==> config.mk <==
export PLATFORM = sky130hd
export DESIGN_NAME = instr_fetch_unit_flat
export DESIGN_NICKNAME = d
export VERILOG_FILES = /design/src/rtl/instr_fetch_unit_pkg.sv /design/src/rtl/instr_fetch_unit_if.sv /design/src/rtl/instr_fetch_unit_pc_reg.sv /design/src/rtl/instr_fetch_unit.sv /design/src/flat_wrapper.sv
export SDC_FILE = /design/constraint.sdc
export NUM_CORES = 1
export LEC_CHECK = 0
export ABC_CLOCK_PERIOD_IN_PS = 2050
export CAP_MARGIN = 20
export CORE_ASPECT_RATIO = 0.7
export CORE_MARGIN = 2
export CORE_UTILIZATION = 41
export CTS_BUF_LIST = sky130_fd_sc_hd__clkbuf_8
export DETAILED_ROUTE_END_ITERATION = 10
export HOLD_SLACK_MARGIN = 0.06
export PLACE_DENSITY = 0.93
export SETUP_SLACK_MARGIN = 0.3
export SYNTH_ARGS = -nofsm -noshare
export SYNTH_HDL_FRONTEND = slang
export SYNTH_SLANG_ARGS = --single-unit
==> constraint.sdc <==
create_clock -name clk -period 2.05 [get_ports clk]
set_clock_uncertainty 0.05 [all_clocks]
set_input_delay 0.41 -clock clk [delete_from_list [all_inputs] [get_ports clk]]
set_output_delay 0.41 -clock clk [all_outputs]
set_load 0.02 [all_outputs]
==> src/rtl/instr_fetch_unit_pkg.sv <==
// Shared definitions for the fetch unit: Control state encodings, opcode field
// position, default PC step and the fetch FSM state type.
package instr_fetch_unit_pkg;

  localparam logic [3:0] S_IF       = 4'd0;
  localparam logic [3:0] S_ID       = 4'd1;
  localparam logic [3:0] S_MEM_ADR  = 4'd2;
  localparam logic [3:0] S_MEM_RD   = 4'd3;
  localparam logic [3:0] S_MEM_WB   = 4'd4;
  localparam logic [3:0] S_MEM_WR   = 4'd5;
  localparam logic [3:0] S_EXEC     = 4'd6;
  localparam logic [3:0] S_ALU_WB   = 4'd7;
  localparam logic [3:0] S_BRANCH3  = 4'd8;
  localparam logic [3:0] S_ADDI     = 4'd9;
  localparam logic [3:0] S_ADDI_WB  = 4'd10;
  localparam logic [3:0] S_JUMP3    = 4'd11;

  localparam int OPCODE_MSB  = 31;
  localparam int OPCODE_LSB  = 26;
  localparam int PC_STEP_DEF = 4;

  typedef enum logic [1:0] {
    F_IDLE = 2'd0,
    F_REQ  = 2'd1,
    F_DONE = 2'd2
  } fetch_fsm_t;

endpackage

==> src/rtl/instr_fetch_unit_if.sv <==
// Instruction memory request/acknowledge bus between fetch unit and memory.
// Handshake: a fetch completes on any rising edge where imem_req && imem_ack;
// imem_addr is held stable while imem_req is high, ack may come in the same cycle.
interface instr_fetch_unit_if #(
  parameter int ADDR_W  = 16,
  parameter int INSTR_W = 32
);
  logic               imem_req;
  logic [ADDR_W-1:0]  imem_addr;
  logic [INSTR_W-1:0] imem_rdata;
  logic               imem_ack;

  modport master (output imem_req, output imem_addr, input imem_rdata, input imem_ack);
  modport slave  (input imem_req, input imem_addr, output imem_rdata, output imem_ack);
endinterface

==> src/rtl/instr_fetch_unit_pc_reg.sv <==
// Program counter: increments on fetch completion, redirects take priority and
// are word aligned by clearing the two low bits.
module instr_fetch_unit_pc_reg #(
  parameter int              ADDR_W   = 16,
  parameter logic [ADDR_W-1:0] PC_RESET = '0,
  parameter int              PC_STEP  = 4
) (
  input  logic              clk,
  input  logic              reset,
  input  logic              inc,
  input  logic              redirect,
  input  logic [ADDR_W-1:0] target,
  output logic [ADDR_W-1:0] pc
);

  always_ff @(posedge clk or posedge reset) begin
    if (reset) begin
      pc <= PC_RESET;
    end else if (redirect) begin
      pc <= {target[ADDR_W-1:2], 2'b00};
    end else if (inc) begin
      pc <= pc + ADDR_W'(PC_STEP);
    end
  end

endmodule

==> src/rtl/instr_fetch_unit.sv <==
// Fetch unit: runs the IDLE/REQ/DONE fetch FSM against instruction memory,
// holds the IR, stalls Control in IF and flags a sticky ack timeout.
module instr_fetch_unit
  import instr_fetch_unit_pkg::*;
#(
  parameter int                ADDR_W   = 16,
  parameter int                INSTR_W  = 32,
  parameter logic [ADDR_W-1:0] PC_RESET = '0,
  parameter int                PC_STEP  = PC_STEP_DEF,
  parameter int                TIMEOUT  = 15
) (
  input  logic                 clk,
  input  logic                 reset,
  input  logic [3:0]           state,
  instr_fetch_unit_if.master   imem,
  input  logic                 pc_write,
  input  logic                 pc_write_cond,
  input  logic                 zero,
  input  logic [ADDR_W-1:0]    pc_next,
  output logic [INSTR_W-1:0]   ir,
  output logic [5:0]           opcode,
  output logic [ADDR_W-1:0]    pc,
  output logic                 ir_valid,
  output logic                 fetch_stall,
  output logic                 fetch_error,
  output fetch_fsm_t           fsm_state
);

  localparam int CNT_W = $clog2(TIMEOUT + 1);
  localparam logic [CNT_W-1:0] T_MAX  = CNT_W'(TIMEOUT);
  localparam logic [CNT_W-1:0] T_LAST = CNT_W'(TIMEOUT - 1);

  fetch_fsm_t       fsm_q, fsm_d;
  logic [CNT_W-1:0] wait_cnt;
  logic             in_if;
  logic             fetch_done;

  assign in_if = (state == S_IF);
  // Request is gated by reset so an abandoned fetch drops the bus immediately.
  assign imem.imem_req  = !reset && ((fsm_q == F_REQ) || ((fsm_q == F_IDLE) && in_if));
  assign imem.imem_addr = pc;
  assign fetch_done     = imem.imem_req && imem.imem_ack;
  assign fetch_stall    = in_if && (fsm_q != F_DONE) && !fetch_done;
  assign opcode         = ir[INSTR_W-1 -: 6];
  assign fsm_state      = fsm_q;

  always_ff @(posedge clk or posedge reset) begin
    if (reset) begin
      fsm_q <= F_IDLE;
    end else begin
      fsm_q <= fsm_d;
    end
  end

  always_comb begin
    fsm_d = fsm_q;
    case (fsm_q)
      F_IDLE:  if (in_if) fsm_d = fetch_done ? F_DONE : F_REQ;
      F_REQ:   if (fetch_done) fsm_d = F_DONE;
      F_DONE:  if (!in_if) fsm_d = F_IDLE;
      default: fsm_d = F_IDLE;
    endcase
  end

  always_ff @(posedge clk or posedge reset) begin
    if (reset) begin
      ir          <= '0;
      ir_valid    <= 1'b0;
      wait_cnt    <= '0;
      fetch_error <= 1'b0;
    end else if (fetch_done) begin
      ir       <= imem.imem_rdata;
      ir_valid <= 1'b1;
      wait_cnt <= '0;
    end else if (fsm_q == F_REQ) begin
      // Counter saturates; the error stays set and the request stays up.
      if (wait_cnt != T_MAX) wait_cnt <= wait_cnt + 1'b1;
      if (wait_cnt >= T_LAST) fetch_error <= 1'b1;
    end
  end

  instr_fetch_unit_pc_reg #(
    .ADDR_W   (ADDR_W),
    .PC_RESET (PC_RESET),
    .PC_STEP  (PC_STEP)
  ) u_pc_reg (
    .clk      (clk),
    .reset    (reset),
    .inc      (fetch_done),
    .redirect (pc_write || (pc_write_cond && zero)),
    .target   (pc_next),
    .pc       (pc)
  );

endmodule

==> src/flat_wrapper.sv <==
// flat-port wrapper written by rule: the top's interface ports become plain ports
module instr_fetch_unit_flat import instr_fetch_unit_pkg::*;
#(
  parameter int                ADDR_W   = 16,
  parameter int                INSTR_W  = 32,
  parameter logic [ADDR_W-1:0] PC_RESET = '0,
  parameter int                PC_STEP  = PC_STEP_DEF,
  parameter int                TIMEOUT  = 15
)
  (clk, reset, state, pc_write, pc_write_cond, zero, pc_next, ir, opcode, pc, ir_valid, fetch_stall, fetch_error, fsm_state, imem_imem_req, imem_imem_addr, imem_imem_rdata, imem_imem_ack);
  instr_fetch_unit_if #(.ADDR_W(ADDR_W), .INSTR_W(INSTR_W)) imem_i ();
  input  logic clk;
  input  logic reset;
  input  logic [3:0] state;
  input  logic pc_write;
  input  logic pc_write_cond;
  input  logic zero;
  input  logic [ADDR_W-1:0] pc_next;
  output logic [INSTR_W-1:0] ir;
  output logic [5:0] opcode;
  output logic [ADDR_W-1:0] pc;
  output logic ir_valid;
  output logic fetch_stall;
  output logic fetch_error;
  output fetch_fsm_t fsm_state;
  output wire logic [$bits(imem_i.imem_req)-1:0] imem_imem_req;
  output wire logic [$bits(imem_i.imem_addr)-1:0] imem_imem_addr;
  input wire logic [$bits(imem_i.imem_rdata)-1:0] imem_imem_rdata;
  input wire logic [$bits(imem_i.imem_ack)-1:0] imem_imem_ack;
  assign imem_imem_req = imem_i.imem_req;
  assign imem_imem_addr = imem_i.imem_addr;
  assign imem_i.imem_rdata = imem_imem_rdata;
  assign imem_i.imem_ack = imem_imem_ack;
  instr_fetch_unit #(.ADDR_W(ADDR_W), .INSTR_W(INSTR_W), .PC_RESET(PC_RESET), .PC_STEP(PC_STEP), .TIMEOUT(TIMEOUT)) u_core (.clk(clk), .reset(reset), .state(state), .imem(imem_i), .pc_write(pc_write), .pc_write_cond(pc_write_cond), .zero(zero), .pc_next(pc_next), .ir(ir), .opcode(opcode), .pc(pc), .ir_valid(ir_valid), .fetch_stall(fetch_stall), .fetch_error(fetch_error), .fsm_state(fsm_state));
endmodule
==> summary by stage <==
Power
For this design the ratio of total power to cell area is slightly above 900 nW/µm². The leakage power of the design is about 2.1 nW. The maximum VDD drop is between 0.6 and 0.7 mV. The overall power is approximately 3.8 mW.

Synth
The sequential share of the synthesized area is 52.0%. In the synthesized netlist the async set-or-reset flop fraction comes to 100%. The synthesized netlist occupies a cell area of about 2600 µm². The yosys synthesis warning count is 0. The most used flip-flop cell after synthesis is sky130_fd_sc_hd__dfrtp_1.

The cell accounting for the most synthesized area is sky130_fd_sc_hd__dfrtp_1. After technology mapping, the gate count stands at about 230. Counting flops and latches in the post-synthesis netlist gives 54.

The most used standard cell by instance count after synthesis is sky130_fd_sc_hd__dfrtp_1. Counting instances in the post-synthesis netlist gives the leading cell types as 54 x sky130_fd_sc_hd__dfrtp_1, 32 x sky130_fd_sc_hd__mux2_2, 25 x sky130_fd_sc_hd__buf_4, 17 x sky130_fd_sc_hd__nor2_1, 12 x sky130_fd_sc_hd__nand2_1. The count of flip-flops with a built-in enable after synthesis is 0. The synthesized area per cell is approximately 12 µm². After synthesis, the cell types taking the most area are sky130_fd_sc_hd__dfrtp_1 52%, sky130_fd_sc_hd__mux2_2 14%, sky130_fd_sc_hd__buf_4 7.2%. After synthesis, the netlist uses 37 different library cells. The fraction of post-synthesis cell area in the top cell type by area is 52.0%.

Place
During placement, the flow inserted port buffers numbering 127. Detailed placement ended at an HPWL of around 5200 µm. In this run the cell area measured after placement is between 3000 and 4000 µm².

The cell total after placement is 420. The congestion estimate from routability-driven global placement came to 0.905.

Job
The max-cap check violation count is 0.

Layout
The count of nets after finishing is between 400 and 500. The repair_antennas step left the layout with diodes totalling 0. The finished layout holds between 400 and 500 standard cells, fillers aside. After routing the design area is ~4200 µm².

Of the cells placed in the final design, the portion with a size suffix greater than 1 is a little under a quarter. From synthesis to final layout, the design area changed by 60.6%.

Clock network
TritonCTS built the clock tree. Counting every sink on the clock net gives 54. The clock passes through at most 2 buffers. The deepest level of the CTS H-tree is 2. Buffers inserted during clock tree synthesis total 5. CTS placed an instance of sky130_fd_sc_hd__clkbuf_8 at the clock tree root. The clock transition at the registers of the reported paths is roughly 100 ps. For the worst-skew pair, the clock arrives at the later sink with an insertion delay of 300 ps.

Global route
The wire length of the first global-routing pass is 11200 µm. Summed over all layers, the global routing overflow is 0. Across every metal layer, demand over resource in global routing totals roughly a fifth. The largest net degree at the start of global routing is 36. The initial antenna violation count is 0. The via count of the first global-routing pass was 2230.

STA
The final hold violation count is 0. The tightest hold path in the finished design has a slack of 421 ps. Derived from the worst setup path, the maximum achievable clock frequency is between 500 and 600 MHz. The clock period minus final worst setup slack is about 1700 ps.

Setup repair after global routing could not meet its margin everywhere. For the final routed database, the setup TNS stands at 0 ps. The number of slew-limit violations in the final report came to 0. The share of the cycle needed by the critical path after routing is 85.3%.

The number of failing setup endpoints in the final timing report is 0.

Floorplan
Once the floorplan was initialized, standard cells occupied 42.0% of the core. Row generation in the floorplan step produced 24 rows. In this run the horizontal extent of the chip is slightly below 100 µm.

In this run the standard cell core region covers just over 6000 µm². ~130 I/O pins were placed. The die boundary height is between 70 and 80 µm. The area of the die is between 7000 and 8000 µm².

Routing
Using the TritonRoute via totals, the vias-per-cell ratio works out to just over 5. The via count is between 2000 and 2500. The number of design rule violations left after detail routing is 0. The count of nets left with antenna violations once routing finished came out at 0. The top layer used by detailed routing is met4. Summed over all layers, the routed wires come to between 7000 and 8000 µm. The initial detailed-routing violation count is 77. The mean routed wirelength per cell is 16.2 µm. After detailed routing, the met3 layer carries around 500 µm of wire.

The iteration count of the initial detailed-routing pass is 4. After detailed routing, the wire length on met1 is roughly 2800 µm. The met2 wire length is roughly 3700 µm.

Critical path
The setup check on the worst reg-to-reg path leaves a slack of about 360 ps. The depth of the worst register-to-register path is 4. The startpoint type of the worst setup path is a primary input. In this run the critical register-to-register path is launched from u_core.fsm_state[0].

Data on the critical path arrives at its endpoint at ~1300 ps. The worst setup path is of the primary input to output pin kind. The critical path data required time is approximately 1600 ps.

The worst register-to-register path ends at u_core.ir[4]. Of all nets on the critical path, the largest fanout is 2. The kind of end point of the critical path is an output pin.

Outcome
The flow ran to the end, and the final reports show no timing, DRC or antenna violations.

Min path
The min-delay analysis places its worst path in the category primary input to asynchronous set/reset pin.
[kinds of logic (layout without fill, tap and decap cells)]
kind of cell / after synthesis / in the layout / share of synthesized area, %
compound gates: 36 / 36 / 9.43
xor+xnor: 7 / 7 / 2.36
fa+ha+maj: 3 / 3 / 1.44
buf+inv: 34 / 161 / 8.71
flops: 54 / 54 / 52.0
mux: 33 / 33 / 14.2
other cells: 1 / 4 / 0.144
simple gates: 57 / 57 / 11.7
[area by class of cell]
cell class	instances	area, µm²
inverters	4	18.8
clock inverters	2	8.76
well taps	78	97.6
clock buffers	6	82.6
fillers	483	2010
repair buffers	149	1510
flip-flops and latches	54	1350
multi-input cells	140	1100
[through the flow]
step                utilization (%)  setup WS, ps
floorplan                         -           278
global placement               63.9          -707
detailed placement             63.9          -705
CTS                            65.6           267
global route                   67.5           262
finish                         67.5           301
[critical path: stages]
cell	delay (ps)
sky130_fd_sc_hd__clkbuf_2	100
sky130_fd_sc_hd__buf_6	120
sky130_fd_sc_hd__nor4_4	330
sky130_fd_sc_hd__o21ai_2	100
sky130_fd_sc_hd__nor2_2	100
sky130_fd_sc_hd__buf_6	120
[timing repair]
item | in CTS | in global routing
hold buffers | 0 | 0
pin swaps | 7 | 4
resized for setup | 84 | 36
gates cloned | 0 | 0
endpoints found under the setup margin | 93 | 36
buffers inserted | 1 | 4
[registers in the layout (all words and copies together), names as in the netlist]
register and flops:
u_core.wait_cnt 4, u_core.fetch_error 1, u_core.u_pc_reg.pc 14, u_core.ir 32, u_core.ir_valid 1, u_core.fsm_state 2
[report_power, final]
group          switching, mW  total [mW]  internal [mW]
sequential             0.210        1.58           1.37
clock                  0.327       0.596          0.268
combinational          0.833        1.65          0.821
[per-layer routing]
| metal | up-vias | global-route usage (%) |
|---|---|---|
| met4 | 0 | 4.72 |
| met1 | 1092 | 24.0 |
| met2 | 75 | 35.1 |
| li1 | 1029 | - |
| met5 | - | 0 |
| met3 | 6 | 6.62 |
[worst max path at each step]
stage / cells after the start / end / slack [ps] / start
detailed placement: 4 / fetch_stall / -700 / state[3]
floorplan: 2 / fetch_stall / 280 / state[3]
global placement: 4 / fetch_stall / -710 / state[3]
finish: 6 / imem_imem_req / 300 / state[3]
CTS: 6 / imem_imem_req / 270 / state[0]
global route: 6 / imem_imem_req / 260 / state[3]
[cells in the final DEF, fill, tap and decap left out, types with 2 or more instances in the layout]
cell type                         Yosys  layout
sky130_fd_sc_hd__o2111ai_1            4       3
sky130_fd_sc_hd__mux2_2              32      32
sky130_fd_sc_hd__xnor2_1              2       2
sky130_fd_sc_hd__and4_2               0       2
sky130_fd_sc_hd__dlygate4sd2_1        0      40
sky130_fd_sc_hd__ha_1                 3       3
sky130_fd_sc_hd__a21oi_1              4       3
sky130_fd_sc_hd__dfrtp_1             54      53
sky130_fd_sc_hd__nor2_2               0       2
sky130_fd_sc_hd__and3_1               2       2
sky130_fd_sc_hd__o21ai_0             11      10
sky130_fd_sc_hd__clkbuf_8             0       6
sky130_fd_sc_hd__xor2_1               5       5
sky130_fd_sc_hd__or4_1                2       2
sky130_fd_sc_hd__nand3_1              7       7
sky130_fd_sc_hd__nand2_1             12      12
sky130_fd_sc_hd__conb_1               1       4
sky130_fd_sc_hd__buf_6                0       9
sky130_fd_sc_hd__nand4_1              2       2
sky130_fd_sc_hd__clkdlybuf4s50_1      0      51
sky130_fd_sc_hd__o31ai_1              2       2
sky130_fd_sc_hd__buf_4               25      14
sky130_fd_sc_hd__inv_1                4       4
sky130_fd_sc_hd__o2111ai_4            0       2
sky130_fd_sc_hd__nor2_1              17      14
sky130_fd_sc_hd__buf_12               0       3
sky130_fd_sc_hd__a31oi_1              8       8
sky130_fd_sc_hd__nor2b_1              3       2
sky130_fd_sc_hd__dlymetal6s2s_1       0      29
sky130_fd_sc_hd__or3_1                5       5
Power figures use the tool's default switching activity.
